File: src/rtl/mmio_console_tx.sv
// MMIO console / termination peripheral.
// Snoops CPU stores to the MMIO window (addr[31] set), queues printable
// characters in a small FIFO and shifts them out as 8N1 UART frames.
// A store of FINI_CODE raises a sticky finish flag; done_o follows once
// every queued character has fully left the serial line.
module mmio_console_tx #(
   parameter int unsigned FIFO_DEPTH   = 16,
   parameter int unsigned CLKS_PER_BIT = 868,
   parameter logic [31:0] FINI_CODE    = 32'h00020000
) (
   input  logic                          clk_i,
   input  logic                          rst_i,
   input  logic [31:0]                   dbus_addr_i,
   input  logic                          dbus_wvalid_i,
   input  logic [31:0]                   dbus_wdata_i,
   output logic                          tx_o,
   output logic                          busy_o,
   output logic [$clog2(FIFO_DEPTH):0]   fifo_cnt_o,
   output logic                          ovf_o,
   output logic                          fini_o,
   output logic                          done_o
);

   localparam int unsigned AW = $clog2(FIFO_DEPTH);
   localparam int unsigned CW = $clog2(CLKS_PER_BIT);
   localparam logic [AW:0]   C_FULL = (AW+1)'(FIFO_DEPTH);
   localparam logic [CW-1:0] C_LAST = CW'(CLKS_PER_BIT - 1);

   typedef enum logic [1:0] {S_IDLE, S_START, S_DATA, S_STOP} state_t;

   state_t          r_state, w_next;
   logic [7:0]      r_mem [FIFO_DEPTH];
   logic [AW-1:0]   r_wptr, r_rptr;
   logic [AW:0]     r_cnt;
   logic            r_ovf, r_fini;
   logic [CW-1:0]   r_clk;
   logic [2:0]      r_idx;
   logic [7:0]      r_shift;
   logic            r_tx;
   logic            r_line_busy;

   logic w_hit, w_is_fini, w_push_req, w_full, w_empty, w_push, w_pop, w_bit_end;
   logic w_unused_addr;

   assign w_hit      = dbus_wvalid_i && dbus_addr_i[31];
   assign w_is_fini  = (dbus_wdata_i == FINI_CODE);
   assign w_push_req = w_hit && !w_is_fini && !r_fini;
   assign w_full     = (r_cnt == C_FULL);
   assign w_empty    = (r_cnt == '0);
   // Fullness is judged before any same-cycle pop, so a push on full is lost.
   assign w_push     = w_push_req && !w_full;
   assign w_bit_end  = (r_clk == C_LAST);
   assign w_unused_addr = ^dbus_addr_i[30:0];

   // State register for the transmitter FSM.
   always_ff @(posedge clk_i or posedge rst_i) begin
      if (rst_i) r_state <= S_IDLE;
      else       r_state <= w_next;
   end

   // Next-state logic and FIFO pop request.
   always_comb begin
      w_next = r_state;
      w_pop  = 1'b0;
      case (r_state)
         S_IDLE: begin
            if (!w_empty) begin
               w_pop  = 1'b1;
               w_next = S_START;
            end
         end
         S_START: if (w_bit_end) w_next = S_DATA;
         S_DATA:  if (w_bit_end && (r_idx == 3'd7)) w_next = S_STOP;
         S_STOP:  if (w_bit_end) w_next = S_IDLE;
         default: w_next = S_IDLE;
      endcase
   end

   // Character storage; contents need no reset since pointers gate them.
   always_ff @(posedge clk_i) begin
      if (w_push) r_mem[r_wptr] <= dbus_wdata_i[7:0];
   end

   // FIFO pointers, occupancy and sticky status flags.
   always_ff @(posedge clk_i or posedge rst_i) begin
      if (rst_i) begin
         r_wptr <= '0;
         r_rptr <= '0;
         r_cnt  <= '0;
         r_ovf  <= 1'b0;
         r_fini <= 1'b0;
      end else begin
         if (w_push) r_wptr <= r_wptr + AW'(1);
         if (w_pop)  r_rptr <= r_rptr + AW'(1);
         case ({w_push, w_pop})
            2'b10:   r_cnt <= r_cnt + 1'b1;
            2'b01:   r_cnt <= r_cnt - 1'b1;
            default: r_cnt <= r_cnt;
         endcase
         if (w_push_req && w_full) r_ovf  <= 1'b1;
         if (w_hit && w_is_fini)   r_fini <= 1'b1;
      end
   end

   // Bit-period counter, data-bit index and shift register.
   always_ff @(posedge clk_i or posedge rst_i) begin
      if (rst_i) begin
         r_clk   <= '0;
         r_idx   <= '0;
         r_shift <= '0;
      end else begin
         if (r_state == S_IDLE || w_bit_end) r_clk <= '0;
         else                                r_clk <= r_clk + CW'(1);
         if (w_pop) begin
            r_shift <= r_mem[r_rptr];
         end else if (r_state == S_DATA && w_bit_end) begin
            r_shift <= {1'b0, r_shift[7:1]};
            r_idx   <= r_idx + 3'd1;
         end
      end
   end

   // Serial line register, one cycle behind the FSM; r_line_busy tracks the
   // same delay so busy/done cover the stop bit until it has left the pin.
   always_ff @(posedge clk_i or posedge rst_i) begin
      if (rst_i) begin
         r_tx        <= 1'b1;
         r_line_busy <= 1'b0;
      end else begin
         r_line_busy <= (r_state != S_IDLE);
         case (r_state)
            S_START: r_tx <= 1'b0;
            S_DATA:  r_tx <= r_shift[0];
            default: r_tx <= 1'b1;
         endcase
      end
   end

   assign tx_o       = r_tx;
   assign fifo_cnt_o = r_cnt;
   assign ovf_o      = r_ovf;
   assign fini_o     = r_fini;
   assign busy_o     = !w_empty || (r_state != S_IDLE) || r_line_busy;
   assign done_o     = r_fini && w_empty && (r_state == S_IDLE) && !r_line_busy;

endmodule

File: config.mk
export PLATFORM = sky130hd
export DESIGN_NAME = mmio_console_tx
export DESIGN_NICKNAME = d
export VERILOG_FILES = /design/src/rtl/mmio_console_tx.sv
export SDC_FILE = /design/constraint.sdc
export NUM_CORES = 1
export LEC_CHECK = 0
export BUFFER_PORTS_ARGS = -buffer_cell sky130_fd_sc_hd__buf_2
export CORE_ASPECT_RATIO = 2
export CORE_UTILIZATION = 45
export DETAILED_ROUTE_END_ITERATION = 16
export PLACE_DENSITY = 0.76
export SYNTH_ARGS = -nofsm -noshare
export SYNTH_HDL_FRONTEND = slang
export SYNTH_SLANG_ARGS = --single-unit
export TNS_END_PERCENT = 1
File: constraint.sdc
create_clock -name clk_i -period 8 [get_ports clk_i]
set_input_delay 2.4 -clock clk_i [delete_from_list [all_inputs] [get_ports clk_i]]
set_output_delay 2.4 -clock clk_i [all_outputs]
set_load 0.005 [all_outputs]
==> results.sh, run 1 <==
export IMPL_synth_edf_count=128
export IMPL_rows=64
export IMPL_cp_data_arrival_time_ns=5.12
export IMPL_multi_input_area_um2=2132
export IMPL_vias=3777
export IMPL_ioPinCount=77
export IMPL_hpwl_um=9587
export IMPL_first_pass_iters=5
export IMPL_die_h_um=180.1
export IMPL_grt_pass1_wl_um=22420
export IMPL_grt_pass1_vias=4165
export IMPL_place_ws_ns=2.740
export IMPL_synth_top_family_by_area="multiplexers"
export IMPL_worst_endpoint_required_ns=8.30
export IMPL_cts_buffer_depth=2
export IMPL_synth_adder_area_share_pct=2.981
export IMPL_synth_compound_area_share_pct=3.315
export IMPL_yosys_cell_types_count=51
export IMPL_worstMarginPinSlew_ns=0.9281
export IMPL_fin_crit_sh_pct=60.36
export IMPL_fin_util_pct=52.60
export IMPL_wl_per_cell_um=20.54
export IMPL_ys_flop_type="edfxtp_1"
export IMPL_drtAntennaViolNets=0
export IMPL_cts_tree="yes"
export IMPL_max_vdd_ir_drop_v=0.0001805
export IMPL_finalWirelength_um=13990
export IMPL_p_int_w=0.001869
export IMPL_crit_chain="buf_2 > nor4_1 > nand4_1 > o21ba_2 > inv_1 > ha_1 > xor2_1 > ha_1 > o21a_1 > o21ai_0 > a31oi_1 > xnor2_1"
export IMPL_post_cts_setup_buffers=0
export IMPL_grt_overflow=0
export IMPL_synth_simple_gate_area_share_pct=7.033
export IMPL_numCtsBuffers=17
export IMPL_power_density_nw_per_um2=335.7
export IMPL_p_leak_nw=2.923
export IMPL_synth_xor_area_share_pct=2.578
export IMPL_area_delta_synth_final_pct=13.35
export IMPL_synthesis_area_um2=7134
export IMPL_track_usage_pct=18.58
export IMPL_clkSlewWorstSetupHoldPaths_ns=0.06
export IMPL_start_kind="input port"
export IMPL_dieArea_um2=16390
export IMPL_synth_top_area_share_pct=53.88
export IMPL_combinationalPowerShare_pct=29.3
export IMPL_layout_setup_ws_ns=3.171
export IMPL_synth_mux_area_share_pct=13.89
export IMPL_netSwitchingFraction_pct=31.15
export IMPL_synth_seq_cells=168
export IMPL_die_w_um=91.04
export IMPL_critical_path_top_delay_family="compound AO/OA/AOI/OAI gates"
export IMPL_insertion_delay_ns=0.42
export IMPL_critPathMaxFanout=17
export IMPL_gp_congestion=0.8114
export IMPL_crit_path_end_kind="flip-flop"
export IMPL_fin_total_pwr_w=0.002715
export IMPL_max_freq_mhz=207.1
export IMPL_synth_net_count=505
export IMPL_syn_area_per_cell_um2=16.95
export IMPL_clockPowerShare_pct=28.2
export IMPL_setup_tns_final_ns=0
export IMPL_p_switching_w=0.0008456
export IMPL_synth_top_area_cell="edfxtp_1"
export IMPL_critPathKind="in -> reg"
export IMPL_timing_critical_path_buf_inv=2
export IMPL_fin_skew_ns=0.006337
export IMPL_slowest_stage="nor4_1"
export IMPL_clock_sinks=168
export IMPL_remaining_drc_errors=0
export IMPL_nFillCells=1275
export IMPL_max_cap_viol_count=0
export IMPL_critPathMaxStageDelay_ns=0.45
export IMPL_setup_viol_count_final=0
export IMPL_seq_area_um2=4847
export IMPL_slew_viol_final=0
export IMPL_io_buffer_count=45
export IMPL_synthArstFlopShare_pct=23.81
export IMPL_core_area_um2=15370
export IMPL_path_common_cell="ha_1"
export IMPL_hold_viol_final=0
export IMPL_cts_resized=0
export IMPL_synth_cells=421
export IMPL_ctsHoldBuffers=0
export IMPL_drive_gt1_share_pct=29.19
export IMPL_cts_max_level=4
export IMPL_antenna_cells=0
export IMPL_synthTopCellsByArea="edfxtp_1, dfrtp_1, mux4_2, ha_1, mux2_2"
export IMPL_final_nets=554
export IMPL_start_util_pct=46.40
export IMPL_yosysSeqAreaShare_pct=67.92
export IMPL_rsz0062_at_grt="false"
export IMPL_synth_warning_count=0
export IMPL_antenna_found_initial=0
export IMPL_status="complete, no violations"
export IMPL_slew_headroom_pct=38.00
export IMPL_viasPerCell=5.546
export IMPL_seqPwrFrac_pct=42.5
export IMPL_period_needed_ns=4.829
export IMPL_cts_root_buffer="clkbuf_16"
export IMPL_hp_class="reg -> reg"
export IMPL_first_iter_violations=217
export IMPL_grt_max_degree=41
placed cells by master (no fill, tap or decap), types with 10 or more instances in the layout:
| master | count |
|---|---|
| xnor2_1 | 10 |
| dfrtp_1 | 38 |
| mux4_2 | 31 |
| nand2_1 | 13 |
| edfxtp_1 | 128 |
| and3_1 | 15 |
| nor2_1 | 14 |
| mux2_2 | 18 |
| inv_1 | 11 |
| ha_1 | 17 |
| xor2_1 | 11 |
| buf_2 | 45 |
| clkbuf_16 | 17 |
through the flow:
step	hold WS, ns	std cells	instance area (um2)
floorplan	0.4473	421	7134
global placement	0.4443	649	7535
detailed placement	0.4595	649	7535
CTS	0.4738	681	8087
global route	0.4999	681	8087
finish	0.4716	681	8087
cell usage after synthesis, drive strengths merged (5+ instances only):
library cell	n
and3	15
o21ai	9
clkbuf	8
xor2	11
a21oi	8
nor4	9
nand4	5
inv	12
mux2	18
nand3	8
mux2i	9
buf	12
mux4	31
dfrtp	39
edfxtp	128
nor2b	5
o22ai	7
nand2	13
ha	17
xnor2	10
nor2	15
final timing paths:
path | from | endpoint | slack (ns) | cells past startpoint
worst max-delay path | dbus_wdata_i[0] | fifo_cnt_o[4] | 3.17 | 12
worst min-delay path | ovf_o | ovf_o | 0.47 | 2
worst max register to register | fifo_cnt_o[1] | fifo_cnt_o[4] | 4.93 | 10
worst min register to register | ovf_o | ovf_o | 0.47 | 2
max in group asynchronous | rst_i | r_rptr[2] | 5.51 | 3
min in group asynchronous | rst_i | fifo_cnt_o[0] | 2.09 | 3
worst min-delay path, stage by stage (launching register included):
cell and delay, ns:
dfrtp_1 0.34, inv_1 0.04, o31ai_1 0.05
area by class of cell:
type	count	share of cell area, %
tap	198	3.064
clock inverter	14	1.516
sequential	168	59.94
inverter	12	0.5570
multi-input combinational	221	26.37
clock buffer	18	5.307
timing repair buffer	50	3.249
kinds of logic after synthesis:
family	count (synthesis)
adder cells (fa/ha/maj)	17
flip-flops	168
buffers and inverters	32
AND/OR/NAND/NOR	89
AO/OA/AOI/OAI	36
XOR/XNOR	21
multiplexers	58
metal layers:
layer,routed length [um],global-route usage (%),up-vias
li1,-,-,1730
met1,4922,19.09,1945
met2,8326,35.24,80
met3,369,3.586,22
met4,368,8.952,0
met5,0,0,-
sequential cells by signal, indices dropped and copies added (netlist names), 2 cells and up:
name	flops
r_clk	10
fifo_cnt_o	5
r_shift	8
r_idx	3
r_wptr	4
r_mem	128
r_rptr	4
r_state	2
power by group through the flow:
stage / Sequential, W / Combinational (W) / Clock, W
after global placement: 0.00116 / 0.000765 / 0
after detailed placement: 0.00117 / 0.000798 / 0
after global routing: 0.00117 / 0.000874 / 0.000813
after CTS: 0.00115 / 0.000806 / 0.000779
final: 0.00115 / 0.000795 / 0.000766
after floorplan: 0.00112 / 0.000665 / 0
No activity file was read; power rests on OpenSTA's default activity.
==> run 2, diff against run 1 <==
- PLACE_DENSITY: 0.76 -> 0.78
- clock period: 8 -> 4.42 ns (I/O delays scaled with it)
==> results.sh, run 2 (synthesis gave the netlist of run 1 again) <==
export IMPL_status="complete, no violations"
export IMPL_crit_chain="buf_2 > nor4_1 > nand4_1 > o21ba_2 > inv_1 > ha_1 > xor2_1 > ha_1 > o21a_1 > o21ai_0 > a31oi_1 > xnor2_1"
export IMPL_io_buffer_count=45
export IMPL_slew_headroom_pct=26.86
export IMPL_power_density_nw_per_um2=604.0
export IMPL_clock_sinks=168
export IMPL_finalWirelength_um=13610
export IMPL_r2r_end="fifo_cnt_o[4]"
export IMPL_gp_congestion=0.8282
export IMPL_nFillCells=1251
export IMPL_max_vdd_ir_drop_v=0.0003159
export IMPL_max_cap_viol_count=0
export IMPL_hp_class="reg -> reg"
export IMPL_reg_largest_list="r_mem: 128 flops, r_clk: 10 flops, r_shift: 8 flops"
export IMPL_viasPerCell=5.459
export IMPL_worst_endpoint_required_ns=4.72
export IMPL_placed_cells=654
export IMPL_first_iter_violations=368
export IMPL_drive_gt1_share_pct=30.74
export IMPL_start_util_pct=46.40
export IMPL_max_freq_mhz=260.3
export IMPL_p_leak_nw=2.972
export IMPL_cts_resized=0
export IMPL_worstMarginPinSlew_ns=1.096
export IMPL_post_cts_setup_buffers=0
export IMPL_period_needed_ns=3.842
export IMPL_hold_path_startpoint="r_idx[0]"
export IMPL_core_area_um2=15370
export IMPL_cp_data_arrival_time_ns=4.14
export IMPL_seq_area_um2=4847
export IMPL_ctsHoldBuffers=0
export IMPL_start_kind="input port"
export IMPL_cts_root_buffer="clkbuf_16"
export IMPL_cts_max_level=4
export IMPL_antenna_found_initial=0
export IMPL_hold_path_end="r_idx[0]"
export IMPL_critPathKind="in -> reg"
export IMPL_first_pass_iters=4
export IMPL_critPathMaxFanout=17
export IMPL_path_common_cell="ha_1"
export IMPL_antenna_cells=0
export IMPL_critical_path_top_delay_family="simple AND/OR/NAND/NOR gates"
export IMPL_ioPinCount=77
export IMPL_slew_viol_final=0
export IMPL_critPathMaxStageDelay_ns=0.58
export IMPL_clkSlewWorstSetupHoldPaths_ns=0.06
export IMPL_largest_register="r_mem"
export IMPL_drtAntennaViolNets=0
export IMPL_hold_viol_final=0
export IMPL_hpwl_um=9793
export IMPL_fin_crit_sh_pct=86.92
export IMPL_reg2reg_slack_ns=1.40
export IMPL_rows=64
export IMPL_final_nets=559
export IMPL_remaining_drc_errors=0
export IMPL_met1_usage_pct=17.69
export IMPL_die_h_um=180.1
export IMPL_wl_per_cell_um=19.84
export IMPL_slowest_stage="nor4_1"
export IMPL_fin_skew_ns=0.006149
export IMPL_grt_busiest_layer="met2"
export IMPL_largest_reg_flops=128
export IMPL_reg2regPathDepth=10
export IMPL_fin_cells=686
export IMPL_rsz0062_at_grt="false"
export IMPL_die_w_um=91.04
export IMPL_dieArea_um2=16390
export IMPL_r2r_start="fifo_cnt_o[1]"
export IMPL_insertion_delay_ns=0.42
export IMPL_cts_buffer_depth=2
export IMPL_setup_viol_count_final=0
export IMPL_crit_path_end_kind="flip-flop"
export IMPL_grt_pass1_wl_um=22070
export IMPL_track_usage_pct=18.30
export IMPL_holdPathStages=1
export IMPL_vias=3745
export IMPL_numCtsBuffers=17
export IMPL_grt_max_degree=35
export IMPL_cts_tree="yes"
export IMPL_timing_critical_path_buf_inv=2
export IMPL_grt_overflow=0
export IMPL_area_delta_synth_final_pct=14.10
export IMPL_grt_pass1_vias=4125
export IMPL_setup_tns_final_ns=0
export IMPL_final_common_cell="edfxtp_1"
export IMPL_multi_input_area_um2=2132
export IMPL_final_cell_mix="edfxtp_1, buf_2, dfrtp_1"
export IMPL_use_met3_pct=3.797
export IMPL_grtUsageMet2_pct=35.24
run 2: changes by cell type in the layout (fill, tap and decap cells not counted), moves of 2 or more:
cell | previous run | this run
inv_4 | 0 | 4
clkinv_1 | 3 | 0
clkbuf_8 | 0 | 2
buf_4 | 5 | 10
run 2: routing by layer:
metal  vias up  part of all wire, %
met3        24                  3.3
met1      1888                   33
met4         0                  3.2
met5         -                    0
li1       1744                    -
met2        89                   60
run 2: layout make-up:
class                   count  area share (%)
repair buffers             55           3.689
flip-flops and latches    168           59.55
well taps                 198           3.043
inverters                  12          0.5533
clock inverters            11           1.014
clock buffers              21           5.964
multi-input cells         221           26.19
run 2: worst register-to-register path, delay by kind of cell (launching register included):
| kind | cells | cell delay, ns |
|---|---|---|
| flip-flops | 1 | 0.48 |
| AND/OR/NAND/NOR | 1 | 0.57 |
| adder cells (fa/ha/maj) | 2 | 0.56 |
| AO/OA/AOI/OAI | 4 | 0.81 |
| XOR/XNOR | 2 | 0.32 |
| buffers and inverters | 1 | 0.16 |
run 2: worst max-delay path by stage:
stage	start	end	slack [ns]	cells after the start
after detailed placement	dbus_wdata_i[3]	fifo_cnt_o[4]	0.24	12
final	dbus_wdata_i[3]	fifo_cnt_o[4]	0.58	12
after CTS	dbus_wdata_i[3]	fifo_cnt_o[4]	0.64	12
after floorplan	dbus_wdata_i[16]	fifo_cnt_o[4]	0.80	13
after global placement	dbus_wdata_i[3]	fifo_cnt_o[4]	0.33	12
after global routing	dbus_wdata_i[3]	fifo_cnt_o[4]	0.42	12
run 2: power by group:
part           total [W]  leakage (nW)  internal, W  switching (W)
sequential       0.00214          1.64      0.00190       0.000236
clock            0.00140         0.289     0.000797       0.000601
combinational    0.00138          1.04     0.000703       0.000676
run 2: per-stage QoR:
| step | instance area, um2 | worst slack (ns) | utilization, % | hold WS [ns] | total power (W) |
|---|---|---|---|---|---|
| after floorplan | 7134 | 0.8042 | - | 0.4473 | 0.003232 |
| after global placement | 7572 | 0.3336 | 49.25 | 0.4466 | 0.003498 |
| after detailed placement | 7572 | 0.2446 | 49.25 | 0.4763 | 0.003565 |
| after CTS | 8140 | 0.6417 | 52.95 | 0.4911 | 0.004960 |
| after global routing | 8140 | 0.4209 | 52.95 | 0.5142 | 0.005171 |
| final | 8140 | 0.5780 | 52.95 | 0.4818 | 0.004917 |
